`config.mk`:
```
export PLATFORM = sky130hd
export DESIGN_NAME = regfile_read_ctrl
export DESIGN_NICKNAME = d
export VERILOG_FILES = /design/src/rtl/regfile_read_ctrl.sv
export SDC_FILE = /design/constraint.sdc
export NUM_CORES = 1
export LEC_CHECK = 0
export ABC_CLOCK_PERIOD_IN_PS = 5800
export CAP_MARGIN = 5
export CORE_MARGIN = 5
export CORE_UTILIZATION = 30
export DETAILED_ROUTE_END_ITERATION = 8
export MAX_ROUTING_LAYER = met4
export SLEW_MARGIN = 20
export SYNTH_ARGS = -nofsm -noshare
export SYNTH_HDL_FRONTEND = slang
export SYNTH_SLANG_ARGS = --single-unit
```
`constraint.sdc`:
```
create_clock -name clk -period 5.8 [get_ports clk]
set_input_delay 0.58 -clock clk [delete_from_list [all_inputs] [get_ports clk]]
set_output_delay 0.58 -clock clk [all_outputs]
set_load 0.01 [all_outputs]
```
`src/rtl/regfile_read_ctrl.sv`:
```
// regfile_read_ctrl
// Read-side controller for the general register bank. Serves single reads and
// 8-beat wrapping burst reads to a consumer over a valid/ready output stage.
// A read that lands in the same cycle as a write to the same register returns
// the value being written (write bypass), including on burst beats.
//
// Ports:
//   clk, reset              clock, synchronous active-high reset
//   regBank                 flattened register outputs, reg i at [i*WIDTH +: WIDTH]
//   regWrite/wrAddr/wrData  write committing at this edge (used for bypass)
//   rdReq/rdBurst/rdAddr    read request, burst select, start address
//   rdAck                   combinational request accept
//   busy                    burst in progress with beats still to capture
//   outValid/outAddr/outData/outLast/outReady   output beat handshake
//
// state | meaning
// ------+--------------------------------------------------------------
// IDLE  | no burst pending; a request may be accepted when the slot is free
// BURST | burst accepted; remaining beats captured as the slot frees up

module regfile_read_ctrl #(
  parameter int NREGS  = 8,
  parameter int WIDTH  = 8,
  parameter int ADDR_W = 3
) (
  input  logic                   clk,
  input  logic                   reset,
  input  logic [NREGS*WIDTH-1:0] regBank,
  input  logic                   regWrite,
  input  logic [ADDR_W-1:0]      wrAddr,
  input  logic [WIDTH-1:0]       wrData,
  input  logic                   rdReq,
  input  logic                   rdBurst,
  input  logic [ADDR_W-1:0]      rdAddr,
  output logic                   rdAck,
  output logic                   busy,
  output logic                   outValid,
  output logic [ADDR_W-1:0]      outAddr,
  output logic [WIDTH-1:0]       outData,
  output logic                   outLast,
  input  logic                   outReady
);

  typedef enum logic {
    IDLE  = 1'b0,
    BURST = 1'b1
  } stateT;

  stateT             state, stateNext;
  logic [ADDR_W-1:0] nextAddr, nextAddrNext;
  logic [ADDR_W-1:0] count, countNext;

  logic              slotFree;
  logic              capture;
  logic [ADDR_W-1:0] capAddr;
  logic [WIDTH-1:0]  capData;
  logic              capLast;

  logic              outValidNext;
  logic [ADDR_W-1:0] outAddrNext;
  logic [WIDTH-1:0]  outDataNext;
  logic              outLastNext;

  logic [WIDTH-1:0]  bankWords [NREGS];

  always_comb begin
    for (int i = 0; i < NREGS; i++) begin
      bankWords[i] = regBank[i*WIDTH +: WIDTH];
    end
  end

  assign busy = (state == BURST);

  always_comb begin
    slotFree     = !outValid || outReady;
    rdAck        = rdReq && (state == IDLE) && slotFree && !reset;

    capture      = 1'b0;
    capAddr      = rdAddr;
    capLast      = 1'b0;
    stateNext    = state;
    nextAddrNext = nextAddr;
    countNext    = count;

    case (state)
      IDLE: begin
        if (rdAck) begin
          capture = 1'b1;
          capAddr = rdAddr;
          if (rdBurst) begin
            capLast      = 1'b0;
            nextAddrNext = rdAddr + 1'b1;
            countNext    = ADDR_W'(NREGS - 1);
            stateNext    = BURST;
          end else begin
            capLast = 1'b1;
          end
        end
      end
      BURST: begin
        if (slotFree) begin
          capture      = 1'b1;
          capAddr      = nextAddr;
          nextAddrNext = nextAddr + 1'b1;
          countNext    = count - 1'b1;
          // The beat that takes the remaining count to zero ends the burst.
          capLast      = (count == ADDR_W'(1));
          if (count == ADDR_W'(1)) begin
            stateNext = IDLE;
          end
        end
      end
      default: stateNext = IDLE;
    endcase

    // Bypass: the bank outputs still show the old value during the write cycle.
    capData = (regWrite && (wrAddr == capAddr)) ? wrData : bankWords[capAddr];

    outValidNext = outValid;
    outAddrNext  = outAddr;
    outDataNext  = outData;
    outLastNext  = outLast;
    if (capture) begin
      outValidNext = 1'b1;
      outAddrNext  = capAddr;
      outDataNext  = capData;
      outLastNext  = capLast;
    end else if (outValid && outReady) begin
      outValidNext = 1'b0;
    end
  end

  always_ff @(posedge clk) begin
    if (reset) begin
      state    <= IDLE;
      nextAddr <= '0;
      count    <= '0;
      outValid <= 1'b0;
      outAddr  <= '0;
      outData  <= '0;
      outLast  <= 1'b0;
    end else begin
      state    <= stateNext;
      nextAddr <= nextAddrNext;
      count    <= countNext;
      outValid <= outValidNext;
      outAddr  <= outAddrNext;
      outData  <= outDataNext;
      outLast  <= outLastNext;
    end
  end

endmodule

```
==> results of run 1 <==
## synth_stat cells
cell / count
nor4b_1: 1
o221ai_1: 8
o21ai_0: 5
nand3_1: 1
mux2i_1: 1
mux4_1: 6
xor2_1: 4
o2111ai_1: 1
buf_6: 2
nor3_1: 2
clkbuf_1: 21
dfxtp_1: 20
buf_1: 1
nand2_4: 1
ha_1: 3
buf_4: 1
a31oi_1: 4
inv_1: 14
a21oi_1: 39
nand2b_4: 1
mux4_2: 2
mux2_2: 1
mux2i_2: 1
and2_1: 1
or4b_1: 1
o31ai_1: 1
or3_1: 1
nand3b_1: 1
nand2b_1: 35
a211oi_1: 36
a2111oi_2: 1
or2_2: 1
buf_2: 13
a311oi_1: 33
xnor2_1: 1
nand2_1: 80
nor2b_1: 3
nor2_1: 12
## power groups by stage
| stage | Sequential, W | Combinational, W | Clock [W] |
|---|---|---|---|
| after floorplan | 0.000172 | 0.000157 | 0 |
| after global placement | 0.000173 | 0.000282 | 0 |
| after detailed placement | 0.000172 | 0.000286 | 0 |
| after CTS | 0.000169 | 0.000287 | 0.0000930 |
| after global routing | 0.000171 | 0.000312 | 0.0000975 |
| final | 0.000170 | 0.000286 | 0.0000917 |
## critical path, delay by kind of cell
kind	cells	cell delay [ps]
AO/OA/AOI/OAI	1	190
multiplexers	2	1380
buffers and inverters	1	500
AND/OR/NAND/NOR	2	770
## stage by stage
step	hold WS, ps	cells
CTS	500.3	534
detailed placement	482.7	531
finish	486.7	534
global route	516.2	534
floorplan	476.3	360
global placement	454.2	531
## final cells by class
class	instances	share of cell area (%)
clock buffers	3	1.164
inverters	14	1.481
multi-input cells	288	53.44
flip-flops and latches	20	11.29
well taps	105	3.704
repair buffers	104	28.92
## kinds of logic after synthesis
| family | Yosys count | share of synthesized area, % |
|---|---|---|
| AOI/OAI and AO/OA | 128 | 35.89 |
| muxes | 11 | 9.420 |
| xor gates and xnor gates | 5 | 1.735 |
| buffers and inverters | 52 | 9.122 |
| adders and majority gates | 3 | 1.488 |
| DFF | 20 | 15.86 |
| and+or+nand+nor | 141 | 26.48 |
## state kept, by name, summed over array words and instances, names as in the netlist
| register | cells |
|---|---|
| outLast | 1 |
| nextAddr | 3 |
| outAddr | 3 |
| busy | 1 |
| outValid | 1 |
| outData | 8 |
| count | 3 |
## metal layers
metal,vias up,global-route usage (%),part of all wire (%)
met5,-,-,0
met4,0,4.397,0.82
met3,6,1.860,6.9
met2,121,28.42,46
met1,1378,25.16,46
li1,1473,-,-
## path summary, 6_finish.rpt
| check | from | end | slack, ps | cells past startpoint |
|---|---|---|---|---|
| setup reg to reg | busy | outData[6] | 2760 | 5 |
| hold reg to reg | outData[2] | outData[2] | 490 | 2 |
| setup / recovery | outReady | outData[6] | 2530 | 6 |
| hold / removal | outData[2] | outData[2] | 490 | 2 |
==> results.py, run 1 <==
metrics = {
    "layout": {
        "seqCellArea_um2": 400.4,
        "stdcell_area_mm2": 0.003547,
        "layout_common_cells": "98 x clkdlybuf4s50_1, 80 x nand2_1, 39 x a21oi_1",
        "multiInputGateArea_mm2": 0.001896,
        "fin_util_pct": 43.17,
        "diodes": 0,
        "layout_commonest_cell": "clkdlybuf4s50_1",
        "nNetsFinal": 518,
        "drive_gt1_share_pct": 4.196,
        "nFillCells": 824,
        "area_growth_pct": 40.56,
    },
    "routing": {
        "dr.pass1.iters": 4,
        "num_vias": 2978,
        "via_per_inst": 5.577,
        "drtIter0Drc": 145,
        "drcViolationCount": 0,
        "drt_wl_total_um": 9465,
        "routedWlPerCell_um": 17.72,
        "antenna_left": 0,
    },
    "place": {
        "gp_congestion": 0.8588,
        "hpwl_um": 6925,
        "dpl_cell_area_mm2": 0.003506,
        "dp_slack_ps": 2271,
        "io_buffers": 98,
    },
    "clock_network": {
        "cts_buffers": 3,
        "cts_tree": "done",
        "cts_root_buffer": "clkbuf_8",
        "cts_hold_buffers": 0,
        "clkSlewWorstSetupHoldPaths_ps": 70,
        "postCtsSetupBuffers": 0,
        "cts_resized": 0,
        "h-tree-depth": 1,
        "cts.path.max_buffers": 2,
        "insertion_delay_ps": 260,
        "cts.sinks": 20,
    },
    "power_and_ir_drop": {
        "ir_worst_vdd_v": 0.00007259,
        "clkPwrFrac_pct": 16.8,
        "pwr-share-seq_pct": 31.0,
        "p_leak_nw": 1.224,
        "power_per_cell_area_mw_per_mm2": 154.2,
        "swShare_pct": 36.26,
        "p_int_w": 0.0003487,
        "p_total_w": 0.0005471,
        "p_sw_w": 0.0001984,
        "combPwrFrac_pct": 52.2,
    },
    "worst_setup_path": {
        "critical-path-max-stage-delay_ps": 730,
        "cp_max_fo": 37,
        "worstSetupStartpointType": "input port",
        "critPathRequiredTime_ps": 5980,
        "critical_path.cell_chain": "clkdlybuf4s50_1, nand2b_4, nand2_4, mux2i_2, mux4_1, o221ai_1",
        "cp-end-kind": "register",
        "critPathKind": "input port to register",
        "crit_slowest_cell": "mux2i_2",
        "worstPathArrival_ps": 3440,
    },
    "worst_hold_path": {
        "holdCritPathClass": "register to register",
    },
    "sta": {
        "setup_viol": 0,
        "finalHoldViolCount": 0,
        "tightestPinTransition_ps": 1107,
        "post-route-period-util_pct": 56.33,
        "relSlewSlack_pct": 25.90,
        "timing.fmax_ghz": 0.3061,
        "finalMaxSlewViolations": 0,
        "rsz0062_at_grt": "false",
        "setup_slack_ps": 2533,
        "fin_skew_ps": 5.348,
        "period_needed_ps": 3267,
        "fin_tns_setup_ps": 0,
    },
    "grt": {
        "overflow": 0,
        "grt_pass1_vias": 2826,
        "grt_usage_pct": 18.18,
        "grt_pass1_wl_um": 14720,
        "antenna_found_initial": 0,
        "grt_max_degree": 67,
    },
    "outcome": {
        "status": "finished, final reports clean",
    },
    "floorplan": {
        "core.rowCount": 33,
        "die_h_um": 101.7,
        "start_util_pct": 30.71,
        "die_area_mm2": 0.01035,
        "core_mm2": 0.008217,
        "die_w_um": 101.7,
        "io_pins": 99,
    },
    "logic_synthesis": {
        "synthesis.nets": 447,
        "synth_area_per_cell_um2": 7.010,
        "yosysWarnings": 0,
        "yosysTopAreaCell": "dfxtp_1",
        "ys_ff_latch": 20,
        "synthCells": 360,
        "netlist-cell-type-count": 38,
        "netlist.area_leader.share_pct": 15.87,
        "ys_seq_area_share_pct": 15.87,
        "synth_area_leaders": "dfxtp_1 16%, nand2_1 12%, a311oi_1 11%",
        "synth_area_mm2": 0.002524,
    },
    "job": {
        "drv_cap": 0,
    },
}
No activity file was read; power rests on OpenSTA's default activity.
==> run 2: changes to the inputs <==
Settings changed: ABC_CLOCK_PERIOD_IN_PS 5800 to 2700.
Clock period 5.8 ns to 2.7 ns, I/O delays scaled along.
==> results.py, run 2 (synthesis gave the netlist of run 1 again) <==
metrics = {
    "sta": {
        "rsz0062_at_grt": "false",
        "fin_tns_setup_ps": 0,
        "fin_skew_ps": 5.287,
        "finalMaxSlewViolations": 0,
        "setup_viol": 0,
        "relSlewSlack_pct": 55.91,
        "finalHoldViolCount": 0,
        "period_needed_ps": 2490,
        "post-route-period-util_pct": 92.23,
        "tightestPinTransition_ps": 660.4,
        "timing.fmax_ghz": 0.4016,
        "hold_slack_ps": 481.6,
    },
    "clock_network": {
        "cts_root_buffer": "clkbuf_8",
        "insertion_delay_ps": 260,
        "cts.sinks": 20,
        "cts_buffers": 3,
        "clkSlewWorstSetupHoldPaths_ps": 80,
        "postCtsSetupBuffers": 0,
        "cts_tree": "done",
        "cts.path.max_buffers": 2,
        "cts_resized": 0,
        "h-tree-depth": 1,
        "cts_hold_buffers": 0,
    },
    "layout": {
        "area_growth_pct": 46.70,
        "top_register": "outData",
        "fin_util_pct": 45.06,
        "final_cells": 550,
        "nFillCells": 822,
        "layout_commonest_cell": "clkdlybuf4s50_1",
        "layout_common_cells": "98 x clkdlybuf4s50_1, 80 x nand2_1, 39 x a21oi_1",
        "largest_register_ffs": 8,
        "nNetsFinal": 533,
        "diodes": 0,
        "drive_gt1_share_pct": 7.640,
    },
    "power_and_ir_drop": {
        "ir_worst_vdd_v": 0.0001665,
        "power_per_cell_area_mw_per_mm2": 353.9,
        "p_leak_nw": 1.313,
        "p_total_w": 0.001310,
    },
    "floorplan": {
        "io_pins": 99,
        "die_w_um": 101.7,
        "die_h_um": 101.7,
        "start_util_pct": 30.71,
        "die_area_mm2": 0.01035,
        "core_mm2": 0.008217,
        "core.rowCount": 33,
    },
    "worst_setup_path": {
        "critPathKind": "register to register",
        "crit_path_start": "busy",
        "cp_top_family": "simple AND/OR/NAND/NOR gates",
        "reg2regPathDepth": 6,
        "r2r-start": "busy",
        "worstPathArrival_ps": 2670,
        "critical-path-max-stage-delay_ps": 750,
        "critPathRequiredTime_ps": 2880,
        "crit_slowest_cell": "dfxtp_1",
        "r2r_end": "outData[6]",
        "crit_buf_inv": 2,
        "r2r_setup_slack_ps": 210,
        "crit_end": "outData[6]",
        "cp-end-kind": "register",
        "cp_max_fo": 28,
        "worstSetupStartpointType": "register",
        "critical_path.cell_chain": "inv_1, buf_4, nor2_1, a31oi_1, or4b_1, o221ai_1",
        "path_depth": 6,
    },
    "routing": {
        "antenna_left": 0,
        "dr.pass1.iters": 5,
        "routedWlPerCell_um": 17.44,
        "num_vias": 3093,
        "via_per_inst": 5.624,
        "drt_wl_total_um": 9591,
        "drcViolationCount": 0,
        "drtIter0Drc": 182,
    },
    "grt": {
        "overflow": 0,
        "grt_usage_pct": 18.61,
        "grt_pass1_vias": 3002,
        "grt_pass1_wl_um": 15010,
        "antenna_found_initial": 0,
        "grt_max_degree": 48,
    },
    "place": {
        "gp_congestion": 0.8404,
        "hpwl_um": 7342,
        "io_buffers": 98,
        "placed_cells": 546,
    },
    "worst_hold_path": {
        "holdCritPathClass": "register to register",
    },
    "job": {
        "drv_cap": 0,
    },
    "outcome": {
        "status": "finished, final reports clean",
    },
}
run 2: changes by cell type in the layout (fill, tap and decap cells not counted), sizes merged:
cell and change:
buf +15, bufinv +1
run 2: power breakdown:
part	leakage (nW)	internal (W)	switching, W
registers	0.165	0.000331	0.0000302
clock network	0.0357	0.000198	0.000105
logic	1.11	0.000341	0.000306
run 2: how the worst min path moves through the flow:
stage / start / end / slack, ps / cells past startpoint
finish: outData[5] / outData[5] / 480 / 2
detailed placement: outData[5] / outData[5] / 460 / 2
global placement: outData[5] / outData[5] / 460 / 2
floorplan: rdBurst / count[2] / 410 / 2
CTS: outData[5] / outData[5] / 480 / 2
global route: outLast / outLast / 520 / 2
run 2: per-stage QoR:
stage | worst slack [ps] | instance area (um2)
CTS | 220.8 | 3702
floorplan | 469.3 | 2524
detailed placement | 223.4 | 3631
global placement | 307.5 | 3631
global route | 55.33 | 3702
finish | 209.8 | 3702
run 2: worst min-delay path, stage by stage, from the launching register on:
cell and delay [ps]:
dfxtp_1 340, nand2_1 50, o221ai_1 60
run 2: metal layers:
metal  wire length (um)  part of all wire [%]  vias up  GRT usage [%]
met4                120                   1.3        0          4.090
li1                   -                     -     1506              -
met3                673                   7.0        8          1.860
met5                  0                     0        -              -
met2               4362                    45      144          29.58
met1               4434                    46     1435          25.57
run 2: area by class of cell:
class	count	area, um2	share of cell area (%)
Multi-Input combinational cell	288	1896	51.20
Sequential cell	20	400.4	10.81
Clock buffer	3	41.29	1.115
Timing Repair Buffer	119	1151	31.09
Tap cell	105	131.4	3.548
Clock inverter	1	30.03	0.8111
Inverter	14	52.55	1.419
